[src/rtl/if_id_queue.sv]
// ---------------------------------------------------------------------------
// if_id_queue
// Instruction queue between fetch (IF) and decode (ID). It is a DEPTH-entry
// circular FIFO followed by the output register that drives ID. Fetch can
// keep running while ID is stalled. The hold / bubble / flush behaviour of the
// earlier single-entry IF/ID register is kept. When the queue is empty and ID
// is not stalled, an accepted instruction bypasses the FIFO and reaches ID one
// cycle after acceptance.
//
// Ports:
//   clk           rising-edge clock
//   rst           synchronous, active-low reset
//   in_valid      IF presents pc_i / inst_i
//   pc_i, inst_i  fetched PC and instruction word
//   in_ready      queue can accept (combinational from rst and count_o)
//   jump_flag     redirect: flush queue and output register
//   stall_signal  bit2 = hold ID, bit1 = bubble into ID, other bits unused
//   pc_o, inst_o  PC / instruction to ID
//   valid_o       pc_o / inst_o carry a real instruction
//   count_o       queue occupancy, not counting the output register
// ---------------------------------------------------------------------------
module if_id_queue #(
   parameter int DEPTH  = 4,
   parameter int ADDR_W = 32,
   parameter int INST_W = 32,
   parameter int CNT_W  = $clog2(DEPTH + 1)
) (
   input  logic              clk,
   input  logic              rst,
   input  logic              in_valid,
   input  logic [ADDR_W-1:0] pc_i,
   input  logic [INST_W-1:0] inst_i,
   output logic              in_ready,
   input  logic              jump_flag,
   input  logic [4:0]        stall_signal,
   output logic [ADDR_W-1:0] pc_o,
   output logic [INST_W-1:0] inst_o,
   output logic              valid_o,
   output logic [CNT_W-1:0]  count_o
);

   localparam int               PTR_W    = $clog2(DEPTH);
   localparam logic [CNT_W-1:0] FULL_CNT = CNT_W'(DEPTH);
   localparam logic [CNT_W-1:0] CNT_ONE  = CNT_W'(1);
   localparam logic [PTR_W-1:0] PTR_ONE  = PTR_W'(1);

   logic [ADDR_W-1:0] pc_mem_r   [DEPTH];
   logic [INST_W-1:0] inst_mem_r [DEPTH];
   logic [PTR_W-1:0]  rd_ptr_r;
   logic [PTR_W-1:0]  wr_ptr_r;

   logic accept_s;
   logic hold_s;
   logic bubble_s;
   logic empty_s;
   logic push_s;
   logic pop_s;
   logic bypass_s;
   logic unused_stall_s;

   // Full blocks acceptance even in a popping cycle, so no same-cycle refill.
   assign in_ready = rst && (count_o != FULL_CNT);
   assign accept_s = in_valid && in_ready;

   // The remaining stall bits belong to other pipeline stages.
   assign unused_stall_s = ^{stall_signal[4:3], stall_signal[0]};

   // Decode this cycle's action: push into FIFO, pop to ID, or bypass.
   always_comb begin
      hold_s   = stall_signal[2];
      bubble_s = stall_signal[1] && !stall_signal[2];
      empty_s  = (count_o == {CNT_W{1'b0}});
      // An accept only lands in the FIFO if it cannot go straight to ID.
      push_s   = accept_s && !jump_flag && (hold_s || bubble_s || !empty_s);
      pop_s    = rst && !jump_flag && !hold_s && !bubble_s && !empty_s;
      bypass_s = accept_s && !jump_flag && !hold_s && !bubble_s && empty_s;
   end

   // FIFO storage write; contents are don't-care until the count covers them.
   always_ff @(posedge clk) begin
      if (push_s) begin
         pc_mem_r[wr_ptr_r]   <= pc_i;
         inst_mem_r[wr_ptr_r] <= inst_i;
      end
   end

   // Pointers and occupancy; pointers wrap naturally as DEPTH is a power of two.
   always_ff @(posedge clk) begin
      if (!rst || jump_flag) begin
         rd_ptr_r <= {PTR_W{1'b0}};
         wr_ptr_r <= {PTR_W{1'b0}};
         count_o  <= {CNT_W{1'b0}};
      end else begin
         if (push_s) begin
            wr_ptr_r <= wr_ptr_r + PTR_ONE;
         end else begin
            wr_ptr_r <= wr_ptr_r;
         end
         if (pop_s) begin
            rd_ptr_r <= rd_ptr_r + PTR_ONE;
         end else begin
            rd_ptr_r <= rd_ptr_r;
         end
         if (push_s && !pop_s) begin
            count_o <= count_o + CNT_ONE;
         end else if (pop_s && !push_s) begin
            count_o <= count_o - CNT_ONE;
         end else begin
            count_o <= count_o;
         end
      end
   end

   // Output register to ID: clear, hold, load from head, bypass, or bubble.
   always_ff @(posedge clk) begin
      if (!rst || jump_flag) begin
         pc_o    <= {ADDR_W{1'b0}};
         inst_o  <= {INST_W{1'b0}};
         valid_o <= 1'b0;
      end else if (hold_s) begin
         pc_o    <= pc_o;
         inst_o  <= inst_o;
         valid_o <= valid_o;
      end else if (pop_s) begin
         pc_o    <= pc_mem_r[rd_ptr_r];
         inst_o  <= inst_mem_r[rd_ptr_r];
         valid_o <= 1'b1;
      end else if (bypass_s) begin
         pc_o    <= pc_i;
         inst_o  <= inst_i;
         valid_o <= 1'b1;
      end else begin
         // Bubble, or idle with an empty queue.
         pc_o    <= {ADDR_W{1'b0}};
         inst_o  <= {INST_W{1'b0}};
         valid_o <= 1'b0;
      end
   end

endmodule

[config.mk]
export PLATFORM = sky130hd
export DESIGN_NAME = if_id_queue
export DESIGN_NICKNAME = d
export VERILOG_FILES = /design/src/rtl/if_id_queue.sv
export SDC_FILE = /design/constraint.sdc
export NUM_CORES = 1
export LEC_CHECK = 0
export CELL_PAD_IN_SITES_DETAIL_PLACEMENT = 0
export CELL_PAD_IN_SITES_GLOBAL_PLACEMENT = 1
export CORE_UTILIZATION = 43
export CTS_CLUSTER_DIAMETER = 30
export CTS_CLUSTER_SIZE = 14
export DETAILED_ROUTE_END_ITERATION = 8
export PLACE_DENSITY = 0.72
export SLEW_MARGIN = 10
export SYNTH_ARGS = -nofsm -noshare
export SYNTH_HDL_FRONTEND = slang
export SYNTH_SLANG_ARGS = --single-unit
[constraint.sdc]
create_clock -name clk -period 2.67 [get_ports clk]
set_input_delay 0.267 -clock clk [delete_from_list [all_inputs] [get_ports clk]]
set_output_delay 0.267 -clock clk [all_outputs]
set_load 0.01 [all_outputs]
* Word-level counts from Yosys, hierarchy flattened
Memories as Yosys holds them, arrays and structs flattened. A register that Yosys moved wholly into a read port is not among the register bits.
Index checks and enable logic that the tools add are counted.
** Word-level totals
- Input bits :: 73
- Output and inout bits :: 69
- Register bits after elaboration :: 72
- Memories kept :: 2
- Bits in writable memories :: 256
- Word-level logic and storage cells :: 53
** Memory list
- inst_mem_r :: words 4, width 32, read ports 1, clocked after Yosys merged registers in 1, wr ports 1, RTL line 48 : logic [INST_W-1:0] inst_mem_r [DEPTH];
- pc_mem_r :: words 4, width 32, read ports 1, clocked after Yosys merged registers in 1, wr ports 1, RTL line 47 : logic [ADDR_W-1:0] pc_mem_r [DEPTH];
** Cells by class
- Equal/unequal tests :: 1
- Reductions and logical operators :: 26
- Muxes and demuxes :: 14
- Add/sub/neg operators :: 4
** Operators by type and width (count)
- two-way mux 32 bit :: 4
- logical AND 1 bit :: 14
- two-way mux 2 bit :: 4
- logical NOT 1 bit :: 7
- two-way mux 3 bit :: 2
- adder 2 x 1 -> 2 bit, second input constant :: 2
- two-way mux 1 bit :: 4
- adder 3 x 1 -> 3 bit, second input constant :: 1
- logical NOT 3 bit :: 1
- logical OR 1 bit :: 3
- != test 3 bit, second input constant :: 1
- subtractor 3 x 1 -> 3 bit, second input constant :: 1
- nonzero test 2 bit :: 1

* Depth between registers and ports, before layout
Gate-level depths: netlist of the first run.
- Depth after elaboration :: 9
- Gate-level depth with buffers :: 11

* Worst setup path before layout of the first run
OpenSTA, ideal clock, no wires.
- Path kind :: register -> register
- Start :: register count_o[0]
- End :: memory inst_mem_r[1][0], enable pin
- Data arrival time :: 2.376 ns
- Path slack :: -0.135 ns
- Buffers on the path :: 0
- Stages on the path, launching flop included :: 4
- Period minus slack after synthesis :: 2.805 ns
- Cells stage by stage :: dfxtp_1 nor2_1 a21boi_2 and2_1
** On the way
- Longest elaborated chain between the ends :: 7
- Elaborated cells on any way between the ends :: 10
** RTL lines
- start, declared :: RTL line 39 : output logic [CNT_W-1:0] count_o
- start signal, assigned :: RTL line 92 : count_o <= {CNT_W{1'b0}};
- start signal, assigned :: RTL line 105 : count_o <= count_o + CNT_ONE;
- start signal, assigned :: RTL line 107 : count_o <= count_o - CNT_ONE;
- != test 3 bit :: RTL line 62 : assign in_ready = rst && (count_o != FULL_CNT);
- logical AND 1 bit :: RTL line 62
- logical AND 1 bit :: RTL line 63 : assign accept_s = in_valid && in_ready;
- logical AND 1 bit :: RTL line 74 : push_s = accept_s && !jump_flag && (hold_s || bubble_s || !empty_s);
- logical AND 1 bit * :: RTL line 74
- named net push_s :: RTL line 56 : logic push_s;
- two-way mux 1 bit * :: RTL line 81 : if (push_s) begin
- two-way mux 1 bit (implied by the code) * :: RTL line 83 : inst_mem_r[wr_ptr_r] <= inst_i;
- end, declared :: RTL line 48
The timed path passes the listed nets; every way through them passes the cells marked *.

* Worst setup path after layout of the first run
- Start :: register count_o[1]
- End :: register count_o[2]
** On the way
- Longest elaborated chain between the ends :: 8
- Elaborated cells on any way between the ends :: 18
** RTL lines
- != test 3 bit :: RTL line 62
- logical AND 1 bit :: RTL line 62
- logical AND 1 bit :: RTL line 63
- logical AND 1 bit (2 in a row) :: RTL line 74
- logical NOT 1 bit :: RTL line 106 : end else if (pop_s && !push_s) begin
- logical AND 1 bit :: RTL line 106
- nonzero test 2 bit (no line)
Parallel ways exist; a longest one is shown, timed or not. The select of a mux whose other input is x is not followed.
A chain may end at the register's enable or synchronous reset.

==> impl_metrics.csv, run 1 <==
group,metric,value,unit
synthesis,synth-main-ff-cell,"edfxtp_1",
pwr,p_total,15.3,mW
clocking,ctsHoldBuffers,0,
synthesis,synth_commonest_cells,"edfxtp_1, dfxtp_1, inv_1",
pwr,p_leak,5.87,nW
cells_and_area,drive_above_1_share,0.228,
clocking,insertion_delay,0.55,ns
synthesis,netlist_area,12900,um^2
global_routing,grt_pass1_vias,8197,
sta,fin_crit,2.26,ns
synthesis,synth-edff-count,256,
floorplan,die_area,30700,um^2
critical_path,cpMaxStageDelayCell,"or3_2",
clocking,cts.sinks,330,
clocking,clk_path_buf_depth,3,
clocking,tritoncts,"built",
floorplan,row_count,63,
routing,wl_per_cell,21.6,um
sta,fin_worst_skew,0.0158,ns
global_routing,overflow,0,
floorplan,die_height,175,um
clocking,numCtsBuffers,73,
global_routing,grt_pass1_wl,47.3,mm
synthesis,ys_seq_area_frac,0.710,
cells_and_area,fill_cells,2295,
critical_path,cp-end-kind,"flip-flop",
floorplan,core_area,29600,um^2
sta,tns,0,ns
floorplan,io_pins,142,
routing,drt_wl_total,30.1,mm
sta,timing.final.crit_share,0.848,
synthesis,synth-seq-cells,330,
clocking,cts-root-buf,"clkbuf_16",
clocking,cts.repair.resized,0,
critical_path,cpPeakStageDelay,0.52,ns
cells_and_area,diodes,0,
clocking,cts_setup_buffers,0,
synthesis,yosys_warnings,0,
routing,firstDrtPassIters,5,
routing,detail-route-antenna-nets,0,
sta,rsz0062_at_grt,"false",
critical_path,crit_chain,"or3_2 -> nand2_1 -> ha_1 -> inv_1 -> fa_1 -> xor2_1 -> or3_1 -> a21oi_1",
placement,hpwlAfterDp,15.6,mm
synthesis,yosys.area.top_type_share,0.596,
synthesis,async_reset_ff_frac,0,
clocking,clkSlewWorstSetupHoldPaths,0.05,ns
routing,vias,7728,
routing,avgViaCountPerCell,5.56,
critical_path,cp_max_fo,6,
placement,port_buffers,138,
critical_path,critPathArrivalTime,2.73,ns
global_routing,grt.total_usage,0.205,
cells_and_area,syn_to_final_growth,34.9,%
critical_path,critPathLaunchType,"flip-flop",
global_routing,antenna_found_initial,1,
sta,worst_pin_slew,0.925,ns
floorplan,initial_utilization,0.437,
critical_path,path_class,"reg -> reg",
synthesis,synth.most_common_cell,"edfxtp_1",
placement,gp_congestion,0.731,
global_routing,grt_max_degree,131,
synthesis,syn_inst,763,
critical_path,cp.required,3.13,ns
synthesis,ys_types,38,
routing,drtIter0Drc,562,
sta,drv_slew,0,
pwr,power_density,879,nW/um^2
pwr,peakVddDrop,0.421,mV
synthesis,avgSynthCellArea,16.9,um^2
job,maxCapViolCount,0,
synthesis,synth.top_cells.by_area,"edfxtp_1, dfxtp_1, mux4_2, a221o_1, inv_1",
cells_and_area,nNetsFinal,1021,
synthesis,synth_top_cell_by_area,"edfxtp_1",
sta,setup_viol,0,
floorplan,die_w,175,um
routing,drc,0,
run_status,outcome,"finished, final reports clean",
sta,hold_viol,0,
worst_hold_path,hp-class,"in -> reg",
sta,slew_headroom,0.383,
sta,clock.fmax,442,MHz
clocking,htreeDepth,3,
synthesis,syn-num-nets,842,
==> per-stage QoR <==
stage	setup slack (ns)	hold WS (ns)	std cells	area, um^2	utilization
6_report	0.405	0.272	1391	17400	0.589
5_1_grt	0.319	0.343	1391	17400	0.589
4_1_cts	0.405	0.267	1391	17400	0.589
3_5_place_dp	0.190	0.435	1257	14900	0.503
3_3_place_gp	0.213	0.429	1257	14900	0.503
2_1_floorplan	0.227	0.366	763	12900	-
==> kinds of logic after synthesis <==
kind of cell,share of synthesized area
AO/OA/AOI/OAI,0.0796
XOR/XNOR,0.00136
adder cells (fa/ha/maj),0.00640
buffers and inverters,0.0440
flip-flops,0.710
multiplexers,0.115
AND/OR/NAND/NOR,0.0427
==> sequential cells by signal (all words and copies together), names as in the netlist, named ones only <==
| signal | flops |
|---|---|
| inst_mem_r | 128 |
| count_o | 3 |
| pc_o | 32 |
| pc_mem_r | 128 |
| inst_o | 32 |
| wr_ptr_r | 2 |
| valid_o | 1 |
| rd_ptr_r | 2 |
==> final cells by class <==
| type | instances | area (um^2) | area share |
|---|---|---|---|
| clock buffers | 86 | 1970 | 0.113 |
| clock inverters | 48 | 574 | 0.0330 |
| inverters | 67 | 251 | 0.0144 |
| multi-input cells | 302 | 3200 | 0.184 |
| flip-flops and latches | 330 | 9180 | 0.527 |
| well taps | 390 | 488 | 0.0280 |
| repair buffers | 168 | 1750 | 0.101 |
==> path summary, 6_finish.rpt <==
| check | endpoint | slack (ns) | startpoint | cells after the start |
|---|---|---|---|---|
| hold / removal | flip-flop | 0.27 | stall_signal[2] | 4 |
| setup reg to reg | count_o[2] | 0.41 | count_o[1] | 8 |
| setup / recovery | count_o[2] | 0.41 | count_o[1] | 8 |
| hold reg to reg | flip-flop | 0.44 | rd_ptr_r[1] | 1 |
==> power by group <==
part           switching, mW  leakage (nW)  internal [mW]
combinational          0.309          1.74          0.259
clock                   2.77          1.21           6.32
sequential            0.0314          2.91           5.62
==> placed cells by master, fill, tap and decap left out, types with 4 or more instances in the layout <==
cell type        instances
edfxtp_1               256
clkdlybuf4s50_1        137
clkbuf_16               75
dfxtp_1                 72
inv_1                   67
mux4_2                  62
a21oi_1                 39
and3_1                  36
a221o_1                 36
nand4_1                 28
a31oi_1                 28
a221oi_1                28
buf_4                   19
clkinvlp_4              12
buf_12                  12
bufinv_16               11
clkinv_2                 8
clkinv_1                 7
inv_6                    6
clkbuf_1                 6
ha_1                     5
clkbuf_8                 5
nor2_1                   4
and2_4                   4
clkinv_4                 4
==> per-layer routing <==
metal	GRT usage	routed length, um	vias to the layer above
li1	-	-	3467
met4	0.0772	675	2
met5	0	16	-
met3	0.0477	1880	67
met1	0.266	12700	3899
met2	0.335	14800	293
==> critical path: cells and delay by family, from the launching register on <==
family	cells	cell delay, ns
AOI/OAI and AO/OA	1	0.14
xor gates and xnor gates	1	0.16
adders and majority gates	2	0.54
buffers and inverters	1	0.06
DFF	1	0.37
and+or+nand+nor	3	0.92
(Power assumes the default switching activity.)
==> inputs of run 2 (changes only) <==
clock period = 2 ns   (was 2.67 ns; I/O delays follow)
==> run 2 against run 1 <==
Effect of this change: maximum frequency grew 13%; setup slack got worse by 0.40 ns; clock-buffer cell count is 4 lower; largest power group unchanged; critical path type unchanged.
==> impl_metrics.csv, run 2 (synthesis results as in run 1) <==
group,metric,value,unit
global_routing,grt_pass1_wl,46.5,mm
floorplan,die_w,175,um
placement,hpwlAfterDp,17.0,mm
routing,drtIter0Drc,564,
critical_path,critPathArrivalTime,2.46,ns
global_routing,grt.total_usage,0.200,
clocking,insertion_delay,0.54,ns
sta,setup_viol,0,
clocking,clkSlewWorstSetupHoldPaths,0.05,ns
global_routing,grt_max_degree,123,
cells_and_area,nNetsFinal,1031,
placement,placed_cells,1273,
placement,gp_congestion,0.706,
sta,worst_pin_slew,0.622,ns
global_routing,overflow,0,
critical_path,critPathLaunchType,"flip-flop",
routing,drc,0,
routing,drt_wl_total,29.8,mm
floorplan,io_pins,142,
clocking,cts.sinks,330,
floorplan,core_area,29600,um^2
pwr,peakVddDrop,0.617,mV
critical_path,cp.required,2.46,ns
cells_and_area,final_cell_mix,"edfxtp_1, clkdlybuf4s50_1, clkbuf_16",
routing,firstDrtPassIters,5,
worst_hold_path,hp-class,"in -> reg",
placement,port_buffers,138,
pwr,power_density,1090,nW/um^2
sta,rsz0062_at_grt,"true",
routing,detail-route-antenna-nets,0,
critical_path,path_class,"reg -> reg",
job,maxCapViolCount,0,
clocking,numCtsBuffers,66,
cells_and_area,diodes,0,
worst_hold_path,min_from,"stall_signal[2]",
routing,avgViaCountPerCell,5.50,
sta,fin_crit,2.00,ns
sta,slew_headroom,0.585,
floorplan,row_count,63,
critical_path,cp-end-kind,"flip-flop",
routing,vias,7679,
pwr,p_leak,5.89,nW
global_routing,antenna_found_initial,1,
sta,hold_viol,0,
floorplan,die_area,30700,um^2
clocking,tritoncts,"built",
sta,fin_worst_skew,0.0195,ns
global_routing,grt_pass1_vias,8199,
cells_and_area,layout.cells.non_filler,1395,
routing,wl_per_cell,21.3,um
critical_path,cp_max_fo,4,
cells_and_area,syn_to_final_growth,35.4,%
floorplan,initial_utilization,0.437,
run_status,outcome,"finished, final reports clean",
sta,drv_slew,0,
cells_and_area,drive_above_1_share,0.239,
clocking,cts-root-buf,"clkbuf_16",
cells_and_area,final_core_util,0.591,
cells_and_area,reg_top3,"inst_mem_r (128), pc_mem_r (128)",
critical_path,startpoint,"count_o[0]",
clocking,clk_path_buf_depth,3,
floorplan,die_height,175,um
cells_and_area,mostFrequentLayoutCell,"edfxtp_1",
clocking,htreeDepth,3,
sta,clock.fmax,500,MHz
critical_path,reg2reg_from,"count_o[0]",
sta,timing.final.crit_share,1.00,
==> run 2: area by class of cell <==
cell class	instances	area [um^2]
clock buffer	82	1880
clock inverter	39	347
fill	2235	12100
inverter	67	251
multi-input combinational	302	3230
sequential	330	9180
tap	390	488
timing repair buffer	185	2090
==> run 2: metrics by stage <==
stage	worst slack (ns)	hold slack (ns)	area [um^2]	setup TNS (ns)	total power, mW
final	0.000836	0.159	17500	0	19.0
after CTS	0.00115	0.148	17500	0	19.2
after detailed placement	-0.294	0.439	15200	-14.41	8.46
after global routing	-0.0644	0.198	17500	-0.0644	19.6
after floorplan	-0.204	0.299	13000	-39.13	7.97
after global placement	-0.262	0.433	15200	-10.01	8.45
==> run 2: metal layers <==
metal	vias up	GRT usage	share of wire	routed length, um
met5	-	0	0.00057	17
met4	2	0.0634	0.018	524
met3	50	0.0524	0.062	1860
met2	241	0.337	0.50	14900
met1	3903	0.251	0.42	12500
li1	3483	-	-	-
==> run 2: power by group <==
group | internal, mW | switching (mW) | total [mW]
clock network | 7.18 | 3.51 | 10.7
logic | 0.377 | 0.420 | 0.797
registers | 7.50 | 0.0420 | 7.54
==> run 2: path summary, 6_finish.rpt <==
kind / slack, ns / to / cells after the start
worst max-delay path: 0.0008 / count_o[2] / 8
worst min-delay path: 0.16 / valid_o / 3
worst max register to register: 0.0008 / count_o[2] / 8
worst min register to register: 0.45 / flip-flop / 1
==> run 2: critical path, cell delays in order, from the launching register on <==
cell and delay [ns]:
dfxtp_4 0.35, or3_4 0.40, nand2_4 0.07, ha_4 0.13, inv_2 0.04, fa_2 0.35
xor2_1 0.16, or3_1 0.32, a21oi_2 0.12
==> run 2: timing repair <==
action	4_1_cts	5_1_grt
cloned	0	0
setup buffers	1	0
resized for setup	1	1
hold buffers	0	0
pin swaps	1	0
setup endpoints to repair	2	1
==> inputs of run 3 (changes only) <==
CTS_CLUSTER_SIZE = 28   (was 14)
==> run 3 against run 2 <==
Effect of this change: the run now ends with setup timing left; hold slack hardly changed; sequential power hardly changed; final cell count stayed put; non-clock buffer count stayed put; clock skew is 0.0016 ns lower; maximum frequency is 0.10% lower; combinational power hardly changed; register-to-register slack hardly changed; setup slack worse by 0.0021 ns; design area hardly changed; die area stayed put; utilization hardly changed.
==> impl_metrics.csv, run 3 (synthesis results as in run 1) <==
group,metric,value,unit
run_status,outcome,"finished with violations",
run_status,violations,"setup timing",
global_routing,use_met3,0.0548,
cells_and_area,reg_top3,"inst_mem_r (128), pc_mem_r (128)",
critical_path,cpPeakStageDelay,0.40,ns
sta,hold_viol,0,
floorplan,row_count,63,
critical_path,critPathArrivalTime,2.46,ns
placement,gp_congestion,0.706,
critical_path,reg2reg_depth,8,
routing,vias,7686,
routing,avgViaCountPerCell,5.51,
critical_path,r2r_setup_slack,-0.001,ns
clocking,cts.sinks,330,
global_routing,overflow,0,
placement,place_ws,-0.294,ns
pwr,peakVddDrop,0.617,mV
global_routing,met1_usage,0.252,
routing,drtIter0Drc,543,
pwr,power_density,1090,nW/um^2
floorplan,core_area,29600,um^2
cells_and_area,nNetsFinal,1031,
job,maxCapViolCount,0,
routing,detail-route-antenna-nets,0,
sta,slew_headroom,0.582,
critical_path,rr_endpoint,"count_o[2]",
critical_path,cp_top_family,"simple AND/OR/NAND/NOR gates",
cells_and_area,layout.cells.non_filler,1395,
floorplan,die_height,175,um
critical_path,crit_buf_inv,1,
cells_and_area,drive_above_1_share,0.238,
sta,worst_pin_slew,0.627,ns
sta,timing.final.crit_share,1.00,
clocking,htreeDepth,3,
worst_hold_path,min_from,"stall_signal[2]",
cells_and_area,mostFrequentLayoutCell,"edfxtp_1",
sta,drv_slew,0,
routing,firstDrtPassIters,5,
clocking,insertion_delay,0.54,ns
sta,fin_crit,2.00,ns
cells_and_area,diodes,0,
pwr,p_total,19.0,mW
floorplan,die_area,30700,um^2
global_routing,grt_pass1_wl,46.4,mm
clocking,ctsHoldBuffers,0,
placement,placed_cells,1273,
critical_path,cp_max_fo,4,
sta,fin_ws,-0.00123,ns
critical_path,cp-end-kind,"flip-flop",
sta,setup_viol,1,
pwr,p_leak,5.89,nW
worst_hold_path,hp-class,"in -> reg",
cells_and_area,fill_cells,2227,
clocking,tritoncts,"built",
floorplan,die_w,175,um
worst_hold_path,min_path_cells,3,
critical_path,cp.required,2.46,ns
critical_path,reg2reg_from,"count_o[0]",
placement,port_buffers,138,
sta,clock.fmax,500,MHz
placement,hpwlAfterDp,17.0,mm
sta,fin_worst_skew,0.0179,ns
global_routing,grt_use_met2,0.334,
global_routing,grt_pass1_vias,8178,
critical_path,crit_chain,"or3_4 -> nand2_4 -> ha_4 -> inv_2 -> fa_2 -> xor2_1 -> or3_1 -> a21oi_2",
global_routing,antenna_found_initial,1,
clocking,numCtsBuffers,66,
routing,wl_per_cell,21.2,um
cells_and_area,final_cell_mix,"edfxtp_1, clkdlybuf4s50_1, clkbuf_16",
clocking,cts-root-buf,"clkbuf_16",
sta,rsz0062_at_grt,"true",
floorplan,io_pins,142,
floorplan,initial_utilization,0.437,
routing,drc,0,
sta,hold_slack,0.160,ns
clocking,clk_path_buf_depth,3,
global_routing,grt.total_usage,0.199,
clocking,clkSlewWorstSetupHoldPaths,0.05,ns
cells_and_area,syn_to_final_growth,35.3,%
worst_hold_path,hold_path_end,"valid_o",
global_routing,grt_max_degree,123,
critical_path,cpMaxStageDelayCell,"or3_4",
global_routing,top_usage_layer,"met2",
routing,drt_wl_total,29.6,mm
critical_path,critPathLaunchType,"flip-flop",
critical_path,path_class,"reg -> reg",
==> run 3: cell count changes in the layout (fill, tap and decap cells not counted) <==
cell,previous run,this run
clkbuf_1,5,4
clkbuf_8,6,5
clkinv_1,7,9
clkinv_2,9,10
clkinvlp_4,9,8
==> run 3: worst register-to-register path, delay by kind of cell (launching register included) <==
kind	cells	cell delay, ns
buffers and inverters	1	0.04
adders and majority gates	2	0.48
DFF	1	0.35
and+or+nand+nor	3	0.79
xor gates and xnor gates	1	0.16
AOI/OAI and AO/OA	1	0.12
==> run 3: report_power, final <==
part           internal [mW]  switching (mW)  total (mW)  leakage [nW]
Sequential              7.50          0.0423        7.54          2.92
Combinational          0.377           0.420       0.797          1.91
Clock                   7.13            3.51        10.6          1.07
==> run 3: metal layers <==
| layer | wire length, um | vias up |
|---|---|---|
| li1 | - | 3488 |
| met1 | 12400 | 3892 |
| met2 | 14600 | 255 |
| met3 | 2040 | 49 |
| met4 | 502 | 2 |
| met5 | 17 | - |
==> run 3: area by class of cell <==
type	count	area, um^2	area share
clock inverters	41	352	0.0201
multi-input cells	302	3230	0.185
well taps	390	488	0.0280
flip-flops and latches	330	9180	0.526
repair buffers	185	2090	0.120
inverters	67	251	0.0144
clock buffers	80	1860	0.107
==> run 3: timing repair <==
item | in CTS | in global routing
buffers inserted | 1 | 0
pin swaps | 1 | 0
resized for setup | 1 | 1
endpoints found under the setup margin | 2 | 1
==> run 3: worst max-delay path by stage <==
stage | startpoint | endpoint | slack, ns | cells past startpoint
after floorplan | count_o[1] | count_o[2] | -0.20 | 10
after global placement | rst | count_o[2] | -0.26 | 9
after detailed placement | rst | count_o[2] | -0.29 | 9
after CTS | count_o[0] | count_o[2] | 0.003 | 8
after global routing | count_o[0] | count_o[2] | -0.06 | 8
final | count_o[0] | count_o[2] | -0.001 | 8
==> run 3: stage by stage <==
| step | utilization | TNS, ns | instance area, um^2 |
|---|---|---|---|
| finish | 0.590 | -0.00123 | 17500 |
| global route | 0.590 | -0.0644 | 17500 |
| CTS | 0.590 | 0 | 17500 |
| detailed placement | 0.515 | -14.41 | 15200 |
| global placement | 0.515 | -10.01 | 15200 |
| floorplan | - | -39.13 | 13000 |
==> RTL change, RTL diff (settings of run 3) <==
Set the parameter `INST_W` to 24 (it was 32).
--- a/src/rtl/if_id_queue.sv
+++ b/src/rtl/if_id_queue.sv
@@ -24,3 +24,3 @@
    parameter int ADDR_W = 32,
-   parameter int INST_W = 32,
+   parameter int INST_W = 24,
    parameter int CNT_W  = $clog2(DEPTH + 1)
Interface: changed (resized inst_i and inst_o); port bits go from 142 to 126. No check against the original RTL was run, so the function may have changed too.
==> RTL change against run 3 <==
Combinational power decreased by 12%; design area decreased by 12%; synthesized area decreased by 12%; critical endpoint unchanged; power decreased by 9.1%; routed wire length decreased by 9.7%; critical path type unchanged; sequential cell count decreased by 40; setup slack improved by 0.021 ns; worst hold slack improved by 0.066 ns.
==> RTL change: results (changes against run 3) <==
| Metric | Value |
|---|---|
| Area contributors post-synth | `sky130_fd_sc_hd__edfxtp_1, sky130_fd_sc_hd__dfxtp_1, sky130_fd_sc_hd__mux4_2` |
| Post-synth ARST share | `0 (unchanged)` |
| Initial antenna violation count | `0 (-1)` |
| Clock slew at the register clock pins of the worst setup and hold paths | `0.05 ns (about the same)` |
| Pin slew with the least headroom to its limit | `0.722 ns (+0.0950 ns)` |
| Number of unique standard cell types used by synthesis | `36 (-5.3%)` |
| TritonCTS Buffers | `56 (-15%)` |
| Worst clock skew on the final layout | `0.0139 ns (-0.00400 ns)` |
| Maximum vdd drop | `0.758 mV (+23%)` |
| Internal power contribution | `13.9 mW (-7.4%)` |
| Post-synth net total | `746 (-11%)` |
| Register area share after synthesis | `0.707 (-0.00352)` |
| Leading registers by flop count | `pc_mem_r: 128 flops, inst_mem_r: 96 flops, pc_o: 32 flops` |
| Leading post-synthesis cells by instance count | `sky130_fd_sc_hd__edfxtp_1, sky130_fd_sc_hd__dfxtp_1, sky130_fd_sc_hd__inv_1` |
| Placed Instance Area | `0.0134 mm^2 (-12%)` |
| Depth of the CTS H-tree | `2 (-1)` |
| Fill cells | `1,946 (-13%)` |
| Result of the run | `finished, final reports clean` |
| NumNets Final | `918 (-11%)` |
| Aggregate global-route resource usage | `0.205 (+0.00577)` |
| Wire length of the first global-routing pass | `41,900 um (-9.7%)` |
| Final Routed Wirelength | `26,700 um (-9.7%)` |
| Placer Congestion | `0.761 (+7.8%)` |
| Iteration-0 DRC count of the detailed router | `523 (-3.7%)` |
| # port buffers | `122 (-12%)` |
| Fraction of layout cells with a size suffix above 1 | `0.243 (+0.00519)` |
| Max FO, Critical Path | `2 (-2)` |
| Vias in the first global route | `7,394 (-9.6%)` |
| Number of flops mapped to enable cells by yosys | `224 (-13%)` |
-- RTL change: cell types whose count changed after synthesis, sizes merged --
cell / before / now
a221o: 36 / 33
clkbuf: 36 / 30
inv: 67 / 59
dfxtp: 74 / 66
a31oi: 28 / 23
nand4: 28 / 23
mux4: 64 / 56
a21oi: 39 / 36
buf: 28 / 26
edfxtp: 256 / 224
a221oi: 28 / 23
and3: 37 / 34
-- RTL change: power groups by stage --
stage	clock [mW]	sequential, mW	combinational (mW)
global placement	0	6.73	0.673
floorplan	0	6.75	0.255
CTS	10.1	6.63	0.699
finish	9.92	6.63	0.698
detailed placement	0	6.74	0.695
global route	10.4	6.63	0.753
-- RTL change: worst min-delay path by stage --
stage | start | end | slack [ns] | cells past startpoint
floorplan | inst_i[0] | inst_mem_r[0][0] | 0.30 | 0
global placement | rd_ptr_r[1] | register | 0.43 | 1
detailed placement | rd_ptr_r[1] | register | 0.44 | 1
CTS | stall_signal[2] | valid_o | 0.21 | 3
global route | stall_signal[2] | valid_o | 0.23 | 4
finish | stall_signal[2] | valid_o | 0.23 | 4
-- RTL change: repair_timing --
item / CTS / global route
pin swaps: 0 / 2
buffers inserted: 0 / 1
setup endpoints to repair: 2 / 2
resized for setup: 2 / 2
-- RTL change: per-stage QoR --
step,utilization,std cells,hold WS (ns),TNS (ns)
2_1_floorplan,-,675,0.299,-13.54
3_3_place_gp,0.515,1123,0.433,-2.31
3_5_place_dp,0.515,1123,0.440,-10.99
4_1_cts,0.593,1227,0.208,0
5_1_grt,0.594,1228,0.232,-0.0578
6_report,0.594,1228,0.226,0
-- RTL change: per-layer routing --
layer	up-vias	wire length [um]	global-route usage	part of all wire
met4	0	527	0.0676	0.020
li1	3087	-	-	-
met1	3502	11700	0.281	0.44
met3	50	1740	0.0397	0.065
met2	263	12800	0.330	0.48
met5	-	0	0	0
-- RTL change: cells by family (layout without fill, tap and decap cells) --
| family | Yosys count | count (layout) | synth area share |
|---|---|---|---|
| buffers and inverters | 115 | 333 | 0.0457 |
| adders and majority gates | 6 | 6 | 0.00725 |
| DFF | 290 | 290 | 0.707 |
| muxes | 60 | 60 | 0.114 |
| and+or+nand+nor | 80 | 80 | 0.0444 |
| AOI/OAI and AO/OA | 122 | 122 | 0.0797 |
| xor gates and xnor gates | 2 | 2 | 0.00154 |
-- RTL change: final cells by class --
class | instances | share of cell area
clock buffers | 67 | 0.0948
inverters | 59 | 0.0144
well taps | 335 | 0.0272
flip-flops and latches | 290 | 0.522
clock inverters | 37 | 0.0367
repair buffers | 170 | 0.119
multi-input cells | 270 | 0.186
